--- src/rtl/dm_arbiter.sv ---
// Round-robin arbiter sharing one word-wide data memory between two requesters,
// with alignment/range checking and read-modify-write for byte/halfword stores.

// state  | meaning
// IDLE   | sample requests, pick winner, latch fields, check for errors
// ACCESS | word read, or word write; sub-word store reads the old word
// MERGE  | write back the old word with the target lane replaced
// RESP   | one-cycle ack to the owner with rdata/err
module dm_arbiter #(
    parameter int MEM_BYTES = 12288,
    parameter int ADDR_W    = 14
) (
    input  logic              clk,
    input  logic              rst,
    input  logic              p0_req,
    input  logic              p0_we,
    input  logic [1:0]        p0_size,
    input  logic [ADDR_W-1:0] p0_addr,
    input  logic [31:0]       p0_wdata,
    output logic              p0_ack,
    output logic [31:0]       p0_rdata,
    output logic              p0_err,
    input  logic              p1_req,
    input  logic              p1_we,
    input  logic [1:0]        p1_size,
    input  logic [ADDR_W-1:0] p1_addr,
    input  logic [31:0]       p1_wdata,
    output logic              p1_ack,
    output logic [31:0]       p1_rdata,
    output logic              p1_err,
    output logic [ADDR_W-1:0] mem_addr,
    output logic [31:0]       mem_din,
    output logic              mem_we,
    input  logic [31:0]       mem_dout
);

    localparam logic [1:0] SZ_BYTE = 2'b00;
    localparam logic [1:0] SZ_HALF = 2'b01;
    localparam logic [1:0] SZ_WORD = 2'b10;
    localparam logic [1:0] SZ_BAD  = 2'b11;
    localparam logic [ADDR_W-1:0] LAST_WORD = ADDR_W'(MEM_BYTES - 4);

    typedef enum logic [1:0] {
        IDLE   = 2'd0,
        ACCESS = 2'd1,
        MERGE  = 2'd2,
        RESP   = 2'd3
    } state_t;

    state_t              state_q, state_d;
    logic                last_q, last_d;
    logic                owner_q, owner_d;
    logic                we_q, we_d;
    logic [1:0]          size_q, size_d;
    logic [ADDR_W-1:0]   addr_q, addr_d;
    logic [31:0]         wdata_q, wdata_d;
    logic                err_q, err_d;
    logic [31:0]         merge_q, merge_d;
    logic [31:0]         rdata0_q, rdata0_d;
    logic [31:0]         rdata1_q, rdata1_d;

    logic                winner;
    logic                sel_we;
    logic [1:0]          sel_size;
    logic [ADDR_W-1:0]   sel_addr;
    logic [31:0]         sel_wdata;
    logic                sel_err;
    logic                upd_rdata;
    logic [31:0]         upd_val;

    // Right-justify the addressed lane; halfwords are 2-aligned so lo*8 picks addr[1].
    function automatic logic [31:0] lane_extract(input logic [31:0] word,
                                                 input logic [1:0]  size,
                                                 input logic [1:0]  lo);
        logic [31:0] shifted;
        shifted = word >> {lo, 3'b000};
        case (size)
            SZ_BYTE: lane_extract = {24'h0, shifted[7:0]};
            SZ_HALF: lane_extract = {16'h0, shifted[15:0]};
            default: lane_extract = word;
        endcase
    endfunction

    function automatic logic [31:0] lane_merge(input logic [31:0] word,
                                               input logic [1:0]  size,
                                               input logic [1:0]  lo,
                                               input logic [31:0] wdata);
        logic [31:0] mask;
        mask = (size == SZ_BYTE) ? 32'h0000_00FF : 32'h0000_FFFF;
        mask = mask << {lo, 3'b000};
        lane_merge = (word & ~mask) | ((wdata << {lo, 3'b000}) & mask);
    endfunction

    // On a tie the port that did not win last time is granted.
    always_comb begin
        winner = 1'b0;
        if (p0_req && p1_req) begin
            winner = ~last_q;
        end else if (p1_req) begin
            winner = 1'b1;
        end
    end

    assign sel_we    = winner ? p1_we    : p0_we;
    assign sel_size  = winner ? p1_size  : p0_size;
    assign sel_addr  = winner ? p1_addr  : p0_addr;
    assign sel_wdata = winner ? p1_wdata : p0_wdata;

    assign sel_err = (sel_size == SZ_BAD)
                   | ((sel_size == SZ_HALF) && sel_addr[0])
                   | ((sel_size == SZ_WORD) && (sel_addr[1:0] != 2'b00))
                   | ({sel_addr[ADDR_W-1:2], 2'b00} > LAST_WORD);

    always_comb begin
        state_d   = state_q;
        last_d    = last_q;
        owner_d   = owner_q;
        we_d      = we_q;
        size_d    = size_q;
        addr_d    = addr_q;
        wdata_d   = wdata_q;
        err_d     = err_q;
        merge_d   = merge_q;
        rdata0_d  = rdata0_q;
        rdata1_d  = rdata1_q;
        upd_rdata = 1'b0;
        upd_val   = 32'h0;

        case (state_q)
            IDLE: begin
                if (p0_req || p1_req) begin
                    last_d  = winner;
                    owner_d = winner;
                    we_d    = sel_we;
                    size_d  = sel_size;
                    addr_d  = sel_addr;
                    wdata_d = sel_wdata;
                    err_d   = sel_err;
                    if (sel_err) begin
                        upd_rdata = 1'b1;
                        state_d   = RESP;
                    end else begin
                        state_d = ACCESS;
                    end
                end
            end
            ACCESS: begin
                if (!we_q) begin
                    upd_rdata = 1'b1;
                    upd_val   = lane_extract(mem_dout, size_q, addr_q[1:0]);
                    state_d   = RESP;
                end else if (size_q == SZ_WORD) begin
                    upd_rdata = 1'b1;
                    state_d   = RESP;
                end else begin
                    merge_d = lane_merge(mem_dout, size_q, addr_q[1:0], wdata_q);
                    state_d = MERGE;
                end
            end
            MERGE: begin
                upd_rdata = 1'b1;
                state_d   = RESP;
            end
            RESP: begin
                state_d = IDLE;
            end
            default: begin
                state_d = IDLE;
            end
        endcase

        // Store and error acks return zero; loads return the extracted lane.
        if (upd_rdata) begin
            if (owner_d) begin
                rdata1_d = upd_val;
            end else begin
                rdata0_d = upd_val;
            end
        end
    end

    always_ff @(posedge clk or posedge rst) begin
        if (rst) begin
            state_q  <= IDLE;
            last_q   <= 1'b1;
            owner_q  <= 1'b0;
            we_q     <= 1'b0;
            size_q   <= 2'b00;
            addr_q   <= '0;
            wdata_q  <= 32'h0;
            err_q    <= 1'b0;
            merge_q  <= 32'h0;
            rdata0_q <= 32'h0;
            rdata1_q <= 32'h0;
        end else begin
            state_q  <= state_d;
            last_q   <= last_d;
            owner_q  <= owner_d;
            we_q     <= we_d;
            size_q   <= size_d;
            addr_q   <= addr_d;
            wdata_q  <= wdata_d;
            err_q    <= err_d;
            merge_q  <= merge_d;
            rdata0_q <= rdata0_d;
            rdata1_q <= rdata1_d;
        end
    end

    // Write strobe decodes straight from state so an async reset drops it at once.
    always_comb begin
        mem_we  = 1'b0;
        mem_din = 32'h0;
        if ((state_q == ACCESS) && we_q && (size_q == SZ_WORD)) begin
            mem_we  = 1'b1;
            mem_din = wdata_q;
        end else if (state_q == MERGE) begin
            mem_we  = 1'b1;
            mem_din = merge_q;
        end
    end

    assign mem_addr = {addr_q[ADDR_W-1:2], 2'b00};

    assign p0_ack   = (state_q == RESP) && !owner_q;
    assign p1_ack   = (state_q == RESP) &&  owner_q;
    assign p0_err   = p0_ack && err_q;
    assign p1_err   = p1_ack && err_q;
    assign p0_rdata = rdata0_q;
    assign p1_rdata = rdata1_q;

endmodule

--- config.mk ---
export PLATFORM = sky130hd
export DESIGN_NAME = dm_arbiter
export DESIGN_NICKNAME = d
export VERILOG_FILES = /design/src/rtl/dm_arbiter.sv
export SDC_FILE = /design/constraint.sdc
export NUM_CORES = 1
export LEC_CHECK = 0
export BUFFER_PORTS_ARGS = -buffer_cell sky130_fd_sc_hd__buf_2
export CORE_ASPECT_RATIO = 2
export CORE_MARGIN = 1
export CORE_UTILIZATION = 50
export CTS_BUF_LIST = sky130_fd_sc_hd__clkbuf_4 sky130_fd_sc_hd__clkbuf_8
export CTS_CLUSTER_DIAMETER = 30
export DETAILED_ROUTE_END_ITERATION = 12
export GPL_TIMING_DRIVEN = 0
export PLACE_DENSITY_LB_ADDON = 0.3
export SKIP_LAST_GASP = 1
export SLEW_MARGIN = 20
export SYNTH_ARGS = -nofsm -noshare
export SYNTH_HDL_FRONTEND = slang
export SYNTH_SLANG_ARGS = --single-unit
--- constraint.sdc ---
create_clock -name clk -period 5.7 [get_ports clk]
set_clock_uncertainty 0.05 [all_clocks]
set_input_delay 0.57 -clock clk [delete_from_list [all_inputs] [get_ports clk]]
set_output_delay 0.57 -clock clk [all_outputs]
set_load 0.005 [all_outputs]
==> impl_metrics.json <==
{
  "outcome": "complete, no violations",
  "cts.sinks": 150,
  "drc": 0,
  "worstSetupEndpointType": "output port",
  "p_leak_nw": 4.91,
  "fin_setup_tns_ns": 0,
  "postCtsSetupBuffers": 0,
  "synth_edf_count": 0,
  "worst_slew_pin_slew_ns": 0.740,
  "synthArstFlopShare": 1.00,
  "start_kind": "flop",
  "drtAntennaViolNets": 0,
  "yosysTopAreaCell": "dfrtp_1",
  "cap_violations": 0,
  "hold_violations": 0,
  "drt_iter0_drc": 509,
  "grt_pass1_wl_um": 35700,
  "synth.most_common_cell": "nand2_1",
  "arrival_ns": 2.68,
  "wl_met3_um": 1260,
  "grt_max_degree": 84,
  "fp-row-count": 63,
  "drt-met1-wl_um": 8260,
  "hold_buffers": 0,
  "grt_usage": 0.303,
  "nets": 1216,
  "worstPathMaxFanout": 10,
  "dp_hpwl_um": 18200,
  "synthTopCellsByArea": "dfrtp_1 (49%), mux2i_1 (11%), nand2_1 (8.7%)",
  "post_cts_resized": 0,
  "wl_um": 23000,
  "syn_inst": 809,
  "clk_latency_ns": 0.45,
  "die-area_um2": 15900,
  "vias": 7022,
  "post_drt_wl_per_cell_um": 17.9,
  "tritoncts.num_buffers": 17,
  "synthesis.area_um2": 7680,
  "crit_required_ns": 5.08,
  "p_per_area_nw_per_um2": 534,
  "slew_violations": 0,
  "clk_pin_slew_ns": 0.09,
  "num_io_pins": 249,
  "first_pass_iters": 5,
  "dpl_cell_area_um2": 9200,
  "path_class": "reg2out",
  "utilization": 0.643,
  "hold_ws_ns": 0.0878,
  "rsz0062_at_grt": "false",
  "fin_cells": 1284,
  "wl_met2_um": 11900,
  "synth_flop_cell": "dfrtp_1",
  "cts_tree": "yes",
  "clock_path_buffers": 2,
  "h-tree-depth": 4,
  "antenna_found_initial": 0,
  "syn_avg_cell_area_um2": 9.50,
  "fin_area_um2": 9570,
  "grt_overflow": 0,
  "die_y_um": 177,
  "antenna_cells": 0,
  "initial_core_util": 0.516,
  "peakVddDrop_mv": 0.236,
  "period_needed_ns": 3.30,
  "finalSetupViolations": 0,
  "synth_cell_type_count": 43,
  "die_x_um": 89.7,
  "max_freq_mhz": 303,
  "top_layer_used": "met4",
  "first_global_vias": 6885,
  "netlist_top_cells_count": "nand2_1 (178), dfrtp_1 (149), o21ai_0 (131)",
  "fin_crit_sh": 0.579,
  "core_area_um2": 14900,
  "synth_seq_cells": 150,
  "hp-class": "in2async",
  "synthToLayoutAreaGrowth_pct": 24.6,
  "port_buffers": 246,
  "synth_top_area_frac": 0.485,
  "drive_above_1_share": 0.309,
  "cts_root_buffer": "clkbuf_8",
  "yosysWarnings": 0,
  "maxSlewHeadroom": 0.503,
  "gp_routability_congestion": 0.988,
  "via_per_inst": 5.47,
  "synth-seq-area-share": 0.489,
  "dp_cells": 1252
}
## cells in the final DEF (no fill, tap or decap), drive strengths merged, types with 2 or more instances in the layout
master	synthesis	layout
conb	1	2
nand2b	2	2
nand3b	2	2
clkbuf	40	57
ha	6	6
mux2i	81	81
inv	20	27
clkinvlp	0	3
a22oi	12	12
nor2	25	25
o22ai	8	8
a22o	32	32
nor2b	14	14
clkinv	0	4
o21ai	132	132
nor3b	2	2
nand3	2	2
o221a	8	8
nand2	178	178
o31ai	10	10
a21oi	27	27
buf	30	277
mux2	16	16
o32a	2	2
dfrtp	149	149
## sequential cells by signal (all words and copies together) (netlist names), 2 cells and up
signal    flops
merge_q      32
p1_rdata     32
wdata_q      32
addr_q       14
p0_rdata     32
state_q       2
size_q        2
## path summary, 6_finish.rpt
check	from	endpoint	slack [ns]	depth (start not counted)
min reg2reg	wdata_q[21]	wdata_q[21]	0.44	2
min	rst	p1_rdata[17]	0.09	2
max	state_q[1]	mem_din[3]	2.40	9
max reg2reg	state_q[1]	p1_rdata[23]	2.89	8
max in group asynchronous	rst	last_q	4.70	3
min in group clk	p0_req	last_q	0.28	2
## per-layer routing
layer | vias up | GRT usage
met4 | 0 | 0.198
li1 | 3332 | -
met1 | 3280 | 0.327
met5 | - | 0
met3 | 90 | 0.0540
met2 | 320 | 0.525
## power breakdown
group | internal (mW) | total (mW) | switching (mW)
registers | 1.54 | 1.90 | 0.351
clock network | 0.355 | 0.796 | 0.441
logic | 1.03 | 2.42 | 1.39
## area by class of cell
type                       count  area, um2
fill                        1288       5320
sequential                   150       3750
multi-input combinational    570       3500
timing repair buffer         247       1260
buffer                        70        360
tap                          195        244
clock buffer                  17        234
clock inverter                15        144
inverter                      20       82.6
## metrics by stage
| stage | total power [mW] | setup WS, ns |
|---|---|---|
| floorplan | 3.38 | 1.05 |
| detailed placement | 4.32 | 2.90 |
| finish | 5.11 | 2.40 |
| global placement | 4.24 | -0.573 |
| global route | 5.50 | 2.23 |
| CTS | 5.12 | 2.39 |
## cells by family (layout without fill, tap and decap cells)
kind of cell             Yosys count  after routing  share of synthesized area
AND/OR/NAND/NOR                  229            229                      0.122
other                              1              2                   0.000488
flip-flops                       150            150                      0.489
multiplexers                      97             97                      0.132
buffers and inverters             90            369                     0.0567
adder cells (fa/ha/maj)            6              6                    0.00977
AO/OA/AOI/OAI                    236            236                      0.190
## critical path, cell delays in order (launching register included)
cell,delay [ns]
dfrtp_1,0.43
inv_1,0.15
ha_1,0.21
nand2_1,0.06
nor2_1,0.11
clkbuf_1,0.41
clkbuf_1,0.42
nand2_1,0.09
o21ai_0,0.15
buf_2,0.18
No activity file was read; power rests on OpenSTA's default activity.
